`src/rtl/logic_unit_arbiter_pkg.sv`:
```
// Shared definitions for the two-requester bitwise logic unit arbiter.
// Contents:
//   op_e       - opcode encodings (AND / OR / XOR / XNOR)
//   state_e    - arbiter FSM state encodings (IDLE / EXEC / RESP)
//   pick_grant - round-robin pick between two requesters
package logic_unit_arbiter_pkg;

    typedef enum logic [1:0] {
        OP_AND  = 2'b00,
        OP_OR   = 2'b01,
        OP_XOR  = 2'b10,
        OP_XNOR = 2'b11
    } op_e;

    typedef enum logic [1:0] {
        ST_IDLE = 2'b00,
        ST_EXEC = 2'b01,
        ST_RESP = 2'b10
    } state_e;

    // A lone requester always wins; on a tie the one not served last wins.
    function automatic logic pick_grant(input logic [1:0] valid, input logic last_grant);
        logic g;
        case (valid)
            2'b01:   g = 1'b0;
            2'b10:   g = 1'b1;
            2'b11:   g = ~last_grant;
            default: g = 1'b0;
        endcase
        return g;
    endfunction

endpackage

```
`src/rtl/logic_unit_arbiter_bitwise.sv`:
```
// bitwise_logic_unit: purely combinational bitwise operator shared by both
// requesters of logic_unit_arbiter. No carries, no flags.
// Ports:
//   a, b - operands (WIDTH bits)
//   op   - operation select (op_e)
//   y    - result (WIDTH bits)
module bitwise_logic_unit
    import logic_unit_arbiter_pkg::*;
#(
    parameter int WIDTH = 32
) (
    input  logic [WIDTH-1:0] a,
    input  logic [WIDTH-1:0] b,
    input  op_e              op,
    output logic [WIDTH-1:0] y
);

    // Operator select
    always_comb begin
        y = '0;
        case (op)
            OP_AND:  y = a & b;
            OP_OR:   y = a | b;
            OP_XOR:  y = a ^ b;
            OP_XNOR: y = ~(a ^ b);
            default: y = '0;
        endcase
    end

endmodule

```
`src/rtl/logic_unit_arbiter.sv`:
```
// logic_unit_arbiter: two requesters share one bitwise logic unit. In IDLE a
// round-robin grant offers req_ready to one requester; an accepted request is
// executed in EXEC and its result is held in RESP until the owning requester
// consumes it. Accept in cycle N -> rsp_valid in cycle N+2.
// Ports:
//   clk, rst   - clock, synchronous active-high reset
//   req_valid  - per-requester request valid        (in, 2)
//   req_ready  - per-requester request accepted     (out, 2)
//   req_op     - per-requester opcode               (in, 2x2)
//   req_a/b    - per-requester operands             (in, 2xWIDTH)
//   rsp_valid  - per-requester result valid         (out, 2)
//   rsp_ready  - per-requester result consumed      (in, 2)
//   rsp_data   - shared result bus                  (out, WIDTH)
//   busy       - high whenever not IDLE             (out, 1)
//   ops_done   - completed transaction count        (out, 16)
module logic_unit_arbiter
    import logic_unit_arbiter_pkg::*;
#(
    parameter int WIDTH = 32
) (
    input  logic                  clk,
    input  logic                  rst,
    input  logic [1:0]            req_valid,
    output logic [1:0]            req_ready,
    input  logic [1:0][1:0]       req_op,
    input  logic [1:0][WIDTH-1:0] req_a,
    input  logic [1:0][WIDTH-1:0] req_b,
    output logic [1:0]            rsp_valid,
    input  logic [1:0]            rsp_ready,
    output logic [WIDTH-1:0]      rsp_data,
    output logic                  busy,
    output logic [15:0]           ops_done
);

    state_e           state_r;
    state_e           state_nxt_s;
    logic             last_grant_r;
    logic             grant_s;
    logic [1:0]       req_ready_s;
    logic             accept_s;
    logic             rsp_done_s;
    logic [WIDTH-1:0] a_r;
    logic [WIDTH-1:0] b_r;
    op_e              op_r;
    logic             id_r;
    logic [WIDTH-1:0] result_s;
    logic [WIDTH-1:0] rsp_data_r;
    logic [1:0]       rsp_valid_r;
    logic [15:0]      ops_done_r;

    bitwise_logic_unit #(.WIDTH(WIDTH)) u_blu (
        .a  (a_r),
        .b  (b_r),
        .op (op_r),
        .y  (result_s)
    );

    // FSM state register
    always_ff @(posedge clk) begin
        if (rst) begin
            state_r <= ST_IDLE;
        end else begin
            state_r <= state_nxt_s;
        end
    end

    // FSM next-state logic
    always_comb begin
        state_nxt_s = state_r;
        case (state_r)
            ST_IDLE: begin
                if (accept_s) state_nxt_s = ST_EXEC;
                else          state_nxt_s = ST_IDLE;
            end
            ST_EXEC: state_nxt_s = ST_RESP;
            ST_RESP: begin
                if (rsp_done_s) state_nxt_s = ST_IDLE;
                else            state_nxt_s = ST_RESP;
            end
            default: state_nxt_s = ST_IDLE;
        endcase
    end

    // FSM outputs: grant, handshake strobes; the completing RESP cycle is not IDLE,
    // so no request can be accepted in the same cycle a response completes
    always_comb begin
        grant_s = pick_grant(req_valid, last_grant_r);
        if ((state_r == ST_IDLE) && (req_valid != 2'b00)) begin
            req_ready_s = 2'b01 << grant_s;
        end else begin
            req_ready_s = 2'b00;
        end
        accept_s = |(req_valid & req_ready_s);
        if (state_r == ST_RESP) begin
            rsp_done_s = rsp_ready[id_r];
        end else begin
            rsp_done_s = 1'b0;
        end
    end

    // Capture the accepted request
    always_ff @(posedge clk) begin
        if (rst) begin
            a_r  <= '0;
            b_r  <= '0;
            op_r <= OP_AND;
            id_r <= 1'b0;
        end else if (accept_s) begin
            a_r  <= req_a[grant_s];
            b_r  <= req_b[grant_s];
            op_r <= op_e'(req_op[grant_s]);
            id_r <= grant_s;
        end
    end

    // Result register and response valid; data is frozen through RESP
    always_ff @(posedge clk) begin
        if (rst) begin
            rsp_data_r  <= '0;
            rsp_valid_r <= 2'b00;
        end else if (state_r == ST_EXEC) begin
            rsp_data_r  <= result_s;
            rsp_valid_r <= 2'b01 << id_r;
        end else if (rsp_done_s) begin
            rsp_valid_r <= 2'b00;
        end
    end

    // Completion bookkeeping: round-robin history and wrapping op counter
    always_ff @(posedge clk) begin
        if (rst) begin
            last_grant_r <= 1'b1;
            ops_done_r   <= 16'd0;
        end else if (rsp_done_s) begin
            last_grant_r <= id_r;
            ops_done_r   <= ops_done_r + 16'd1;
        end
    end

    assign req_ready = req_ready_s;
    assign rsp_valid = rsp_valid_r;
    assign rsp_data  = rsp_data_r;
    assign busy      = (state_r != ST_IDLE);
    assign ops_done  = ops_done_r;

endmodule

```
`config.mk`:
```
export PLATFORM = sky130hd
export DESIGN_NAME = logic_unit_arbiter
export DESIGN_NICKNAME = d
export VERILOG_FILES = /design/src/rtl/logic_unit_arbiter_pkg.sv /design/src/rtl/logic_unit_arbiter_bitwise.sv /design/src/rtl/logic_unit_arbiter.sv
export SDC_FILE = /design/constraint.sdc
export NUM_CORES = 1
export LEC_CHECK = 0
export CAP_MARGIN = 20
export CORE_AREA = 2 2 110 133
export DETAILED_ROUTE_END_ITERATION = 8
export DIE_AREA = 0 0 112 135
export HOLD_SLACK_MARGIN = 0.15
export PLACE_DENSITY_LB_ADDON = 0.15
export SLEW_MARGIN = 30
export SYNTH_ARGS = -nofsm -noshare
export SYNTH_HDL_FRONTEND = slang
export SYNTH_SLANG_ARGS = --single-unit
```
`constraint.sdc`:
```
create_clock -name clk -period 2.1 [get_ports clk]
set_input_delay 0.63 -clock clk [delete_from_list [all_inputs] [get_ports clk]]
set_output_delay 0.63 -clock clk [all_outputs]
set_load 0.03 [all_outputs]
```
After elaboration in Yosys (flattened, before gate mapping). Cells that the tools add are included.

Flip-flop bits (word level): 120. Bits of input ports: 138. Output and inout port bits: 53. Logic and storage cells: 51.

Add/subtract/negate cells: 1. Magnitude comparators: 2. Equal/unequal tests: 7. Shift operators: 2. Multiplexer cells: 17. Bitwise logic cells: 6. Reduce and logical (&&, ||, !) cells: 7.

Operators by type and width (number): $mux W32 (4); $pmux W32 S4 (1); $and A32 B32 Y32 (1); $not A32 Y32 (1); $or A32 B32 Y32 (1); $xor A32 B32 Y32 (1); $add A16 B1 Y16 const B (1); $mux W2 (6); $eq A2 B2 Y1 const B (5); $pmux W2 S3 (1); $reduce_bool A2 Y1 (3); $eq A2 B1 Y1 const B (2); $logic_not A2 Y1 (2); $lt A1 B2 Y1 const B (2); $mux W1 (4); $shl A1 B1 Y2 const A (2); $and A2 B2 Y2 (1); $pmux W1 S2 (1); $reduce_or A2 Y1 (1); $logic_and A1 B1 Y1 (1); $not A1 Y1 (1).

Logic depth before layout (Yosys ltp).
Depth after elaboration: 8. Depth in mapped cells: 7. Gate-level depth less buffers: 6.

Modules after synthesis. From an unflattened synthesis, not the netlist that was laid out.

Cells, all modules: 719. Area total of the unflattened synthesis: 6682.7 um2.

By module, submodules not included: logic_unit_arbiter (instances 1, cells each 484, area an instance 4421.7 um2, seq. area each 2402.3 um2); bitwise_logic_unit (instances 1, cells each 235, area an instance 2260.9 um2, seq. area each 0.0 um2).

Worst setup path before layout. No wires, ideal clock.

Kind: input port to output port. Start point: input req_valid[1]. End point: output req_ready[0]. Arrival: 1.414 ns. Required time: 1.470 ns. Setup slack: 0.056 ns. Stages on the path: 4. Buffers on the path: 2. Cell sequence: nand2b_1 and3_1 clkbuf_1 clkbuf_1.

Longest elaborated chain between the ends: 4. Elaborated cells between the ends (all ways): 7. Those cells by class: 2 x eq/ne; 1 x shift; 2 x mux; 2 x reduce/logical.

Ends and longest elaborated chain: start: declaration (line logic_unit_arbiter.sv:23) `input logic [1:0] req_valid,`; $eq A2 B2 Y1 (line logic_unit_arbiter_pkg.sv:24) `case (valid)`; $pmux W1 S2 (line logic_unit_arbiter_pkg.sv:24); $shl A1 B1 Y2 (line logic_unit_arbiter.sv:89) `req_ready_s = 2'b01 << grant_s;`; $mux W2 * (line logic_unit_arbiter.sv:88) `if ((state_r == ST_IDLE) && (req_valid != 2'b00)) begin`; end: declaration (line logic_unit_arbiter.sv:24) `output logic [1:0] req_ready,`.

Every way passes the cells marked *; elsewhere a longest branch is shown, timed or not.

Worst setup path in the final report.
Start point: register rsp_data_r[29], in the netlist rsp_data[29]. End point: output rsp_data[29].

RTL lines: start: declaration (line logic_unit_arbiter.sv:47) `logic [WIDTH-1:0] rsp_data_r;`; start signal: assignment (line logic_unit_arbiter.sv:122) `rsp_data_r <= result_s;`; end: declaration (line logic_unit_arbiter.sv:30) `output logic [WIDTH-1:0] rsp_data,`.

No word-level cell between the ends.

==> reports/metrics.yaml <==
use_met2_pct: 41.2
p_per_area_nw_per_um2: 759
hp-class: "reg2reg"
layout-drive-gt1-share_pct: 7.75
ys_types: 39
vias: 6155
syn_area_um2: 6540
synth-edff-count: 0
setup_violations: 0
path_class: "reg2out"
crit_path_start_kind: "register"
final-seq-area_um2: 2410
fmax_ghz: 0.482
viasPerCell: 5.53
fin_setup_tns_ps: 0
rows: 47
fp.dieArea_um2: 15100
synthFlopType: "dfxtp_1"
port_buffers: 190
slowest_stage: "clkdlybuf4s50_1"
slew_headroom_pct: 60.8
synth_top_area_share_pct: 36.7
synthToLayoutAreaGrowth_pct: 41.2
hold_buffers: 0
multiInputGateArea_um2: 3530
syn-num-nets: 958
grt_usage_pct: 22.9
ys_seq_area_share_pct: 36.7
tightest_slew_ps: 588
worst-path-buf-inv: 1
peakVddDrop_uv: 478
n_fill_cell: 1144
crit_path_end_kind: "output pin"
grt_pass1_wl_um: 28500
cp_slowest_stage_delay_ps: 680
cts-buffers-inserted: 17
clk_pin_slew_worst_paths_ps: 50
layout.nets: 1132
hpwl_um: 12600
synthCells: 755
numClockSinks: 120
placed_cell_area_um2: 8660
grt_use_met3_pct: 4.35
rsz0062_at_grt: "false"
place.gp.congestion: 0.788
ctsLongestPathBuffers: 2
drv_slew: 0
min_period_ps: 2070
post-route-period-util_pct: 98.8
pin_count: 191
cts_setup_buffers: 0
detail_route.wl_per_cell_um: 15.9
arrival_ps: 1440
antenna_found_initial: 0
status: "finished clean"
start_util_pct: 47.6
grt-ovfl-total: 0
htree_levels: 4
diodes: 0
met1_usage_pct: 27.4
synth_area_leader_cell: "dfxtp_1"
synth_common_cells: "120 x dfxtp_1, 99 x inv_1, 80 x nor2_1"
yosysWarnings: 0
synth_seq_cells: 120
grt_busiest_layer: "met2"
firstDrtPassIters: 7
drtIter0Drc: 543
dp_cells: 1081
critical-path-top-delay-family: "buffers and inverters"
routed_wl_um: 17700
final_area_um2: 9240
drv_cap: 0
detail-route-antenna-nets: 0
fp.dieH_um: 135
route.detailed.drc: 0
fin_util_pct: 67.2
fin_skew_ps: 8.71
p_leak_nw: 3.77
dieWidth_um: 112
core-area_um2: 13800
grt_pass1_vias: 6113
synth_area_leaders: "dfxtp_1 37%, ha_1 12%, a222oi_1 10%, inv_1 5.7%, mux2i_1 5.0%"
crit_required_ps: 1470
grt_max_degree: 81
synth_area_per_cell_um2: 8.67
critPathMaxFanout: 2
synthArstFlopShare_pct: 0
clock_latency_ps: 410
synth_most_common_cell: "dfxtp_1"
finalHoldViolCount: 0
cts_tree: "built"
fin_cells: 1113
cts_root_buffer: "clkbuf_16"
path_cells: "clkdlybuf4s50_1"
[final cells by class]
class | instances | area share, %
clock buffer | 19 | 4.68
inverter | 99 | 4.02
tap | 171 | 2.32
sequential | 120 | 26.1
timing repair buffer | 215 | 23.3
multi-input combinational | 476 | 38.2
clock inverter | 13 | 1.42
[worst paths after layout]
kind                start            to  slack (ps)  depth (start not counted)
min          rsp_data[13]  rsp_data[13]         450                          2
min reg2reg  rsp_data[13]  rsp_data[13]         450                          2
max reg2reg   ops_done[2]  ops_done[15]         290                          4
max          rsp_data[29]  rsp_data[29]          30                          1
[flip-flops by register name, summed over array words and instances, names as in the netlist]
name	count
op_r	2
last_grant_r	1
a_r	32
rsp_valid	2
rsp_data	32
id_r	1
ops_done	16
state_r	2
b_r	32
[worst reg2reg max path, cell delays in order, from the launching register on]
cell and delay [ps]:
dfxtp_1 420, and4_1 330, nand2_1 230, nor4_1 350, mux2_2 370
[report_power, final]
group	total [W]	internal [W]	leakage (nW)	switching, W
sequential	0.00263	0.00245	0.982	0.000180
combinational	0.00159	0.000817	2.51	0.000770
clock	0.00280	0.00174	0.276	0.00106
total	0.00701	0.00500	3.77	0.00201
[through the flow]
step           setup WS (ps)  hold slack, ps  total power (W)
6_report                25.3             446          0.00701
3_3_place_gp            -174             437          0.00419
2_1_floorplan           56.2             493          0.00362
3_5_place_dp            -285             448          0.00426
5_1_grt                0.153             469          0.00734
4_1_cts                 2.07             454          0.00706
[cells in the final DEF, fill, tap and decap left out, types with 3 or more instances in the layout]
cell type	count
nand4_1	4
xor2_1	6
o31ai_1	4
inv_1	99
clkinv_4	3
xnor2_1	33
nand2_1	73
clkbuf_16	17
dlymetal6s2s_1	12
or4_1	4
clkinv_2	6
buf_12	5
a21oi_1	45
buf_4	22
dlygate4sd2_1	18
nor2_1	79
a222oi_1	66
nand3_1	6
mux2i_1	33
o211ai_1	32
o21ai_0	3
clkdlybuf4s50_1	157
ha_1	65
dfxtp_1	117
[logic make-up (layout without fill, tap and decap cells)]
kind of cell | Yosys count | count (layout) | share of synthesized area [%]
flops | 120 | 120 | 36.7
compound gates | 153 | 153 | 18.2
simple gates | 184 | 184 | 12.1
xor+xnor | 39 | 39 | 5.22
buf+inv | 159 | 346 | 9.87
fa+ha+maj | 65 | 65 | 12.4
mux | 35 | 35 | 5.45
[layer usage]
layer	routed length [um]	part of all wire [%]
met5	0	0
met4	394	2.2
met3	1060	6.0
met2	8990	51
met1	7280	41
[repair_timing]
item,4_1_cts,5_1_grt
pin swaps,1,0
setup endpoints to repair,18,15
endpoints found under the hold margin,0,0
gates resized for setup,21,13
No activity file was read; power rests on OpenSTA's default activity.
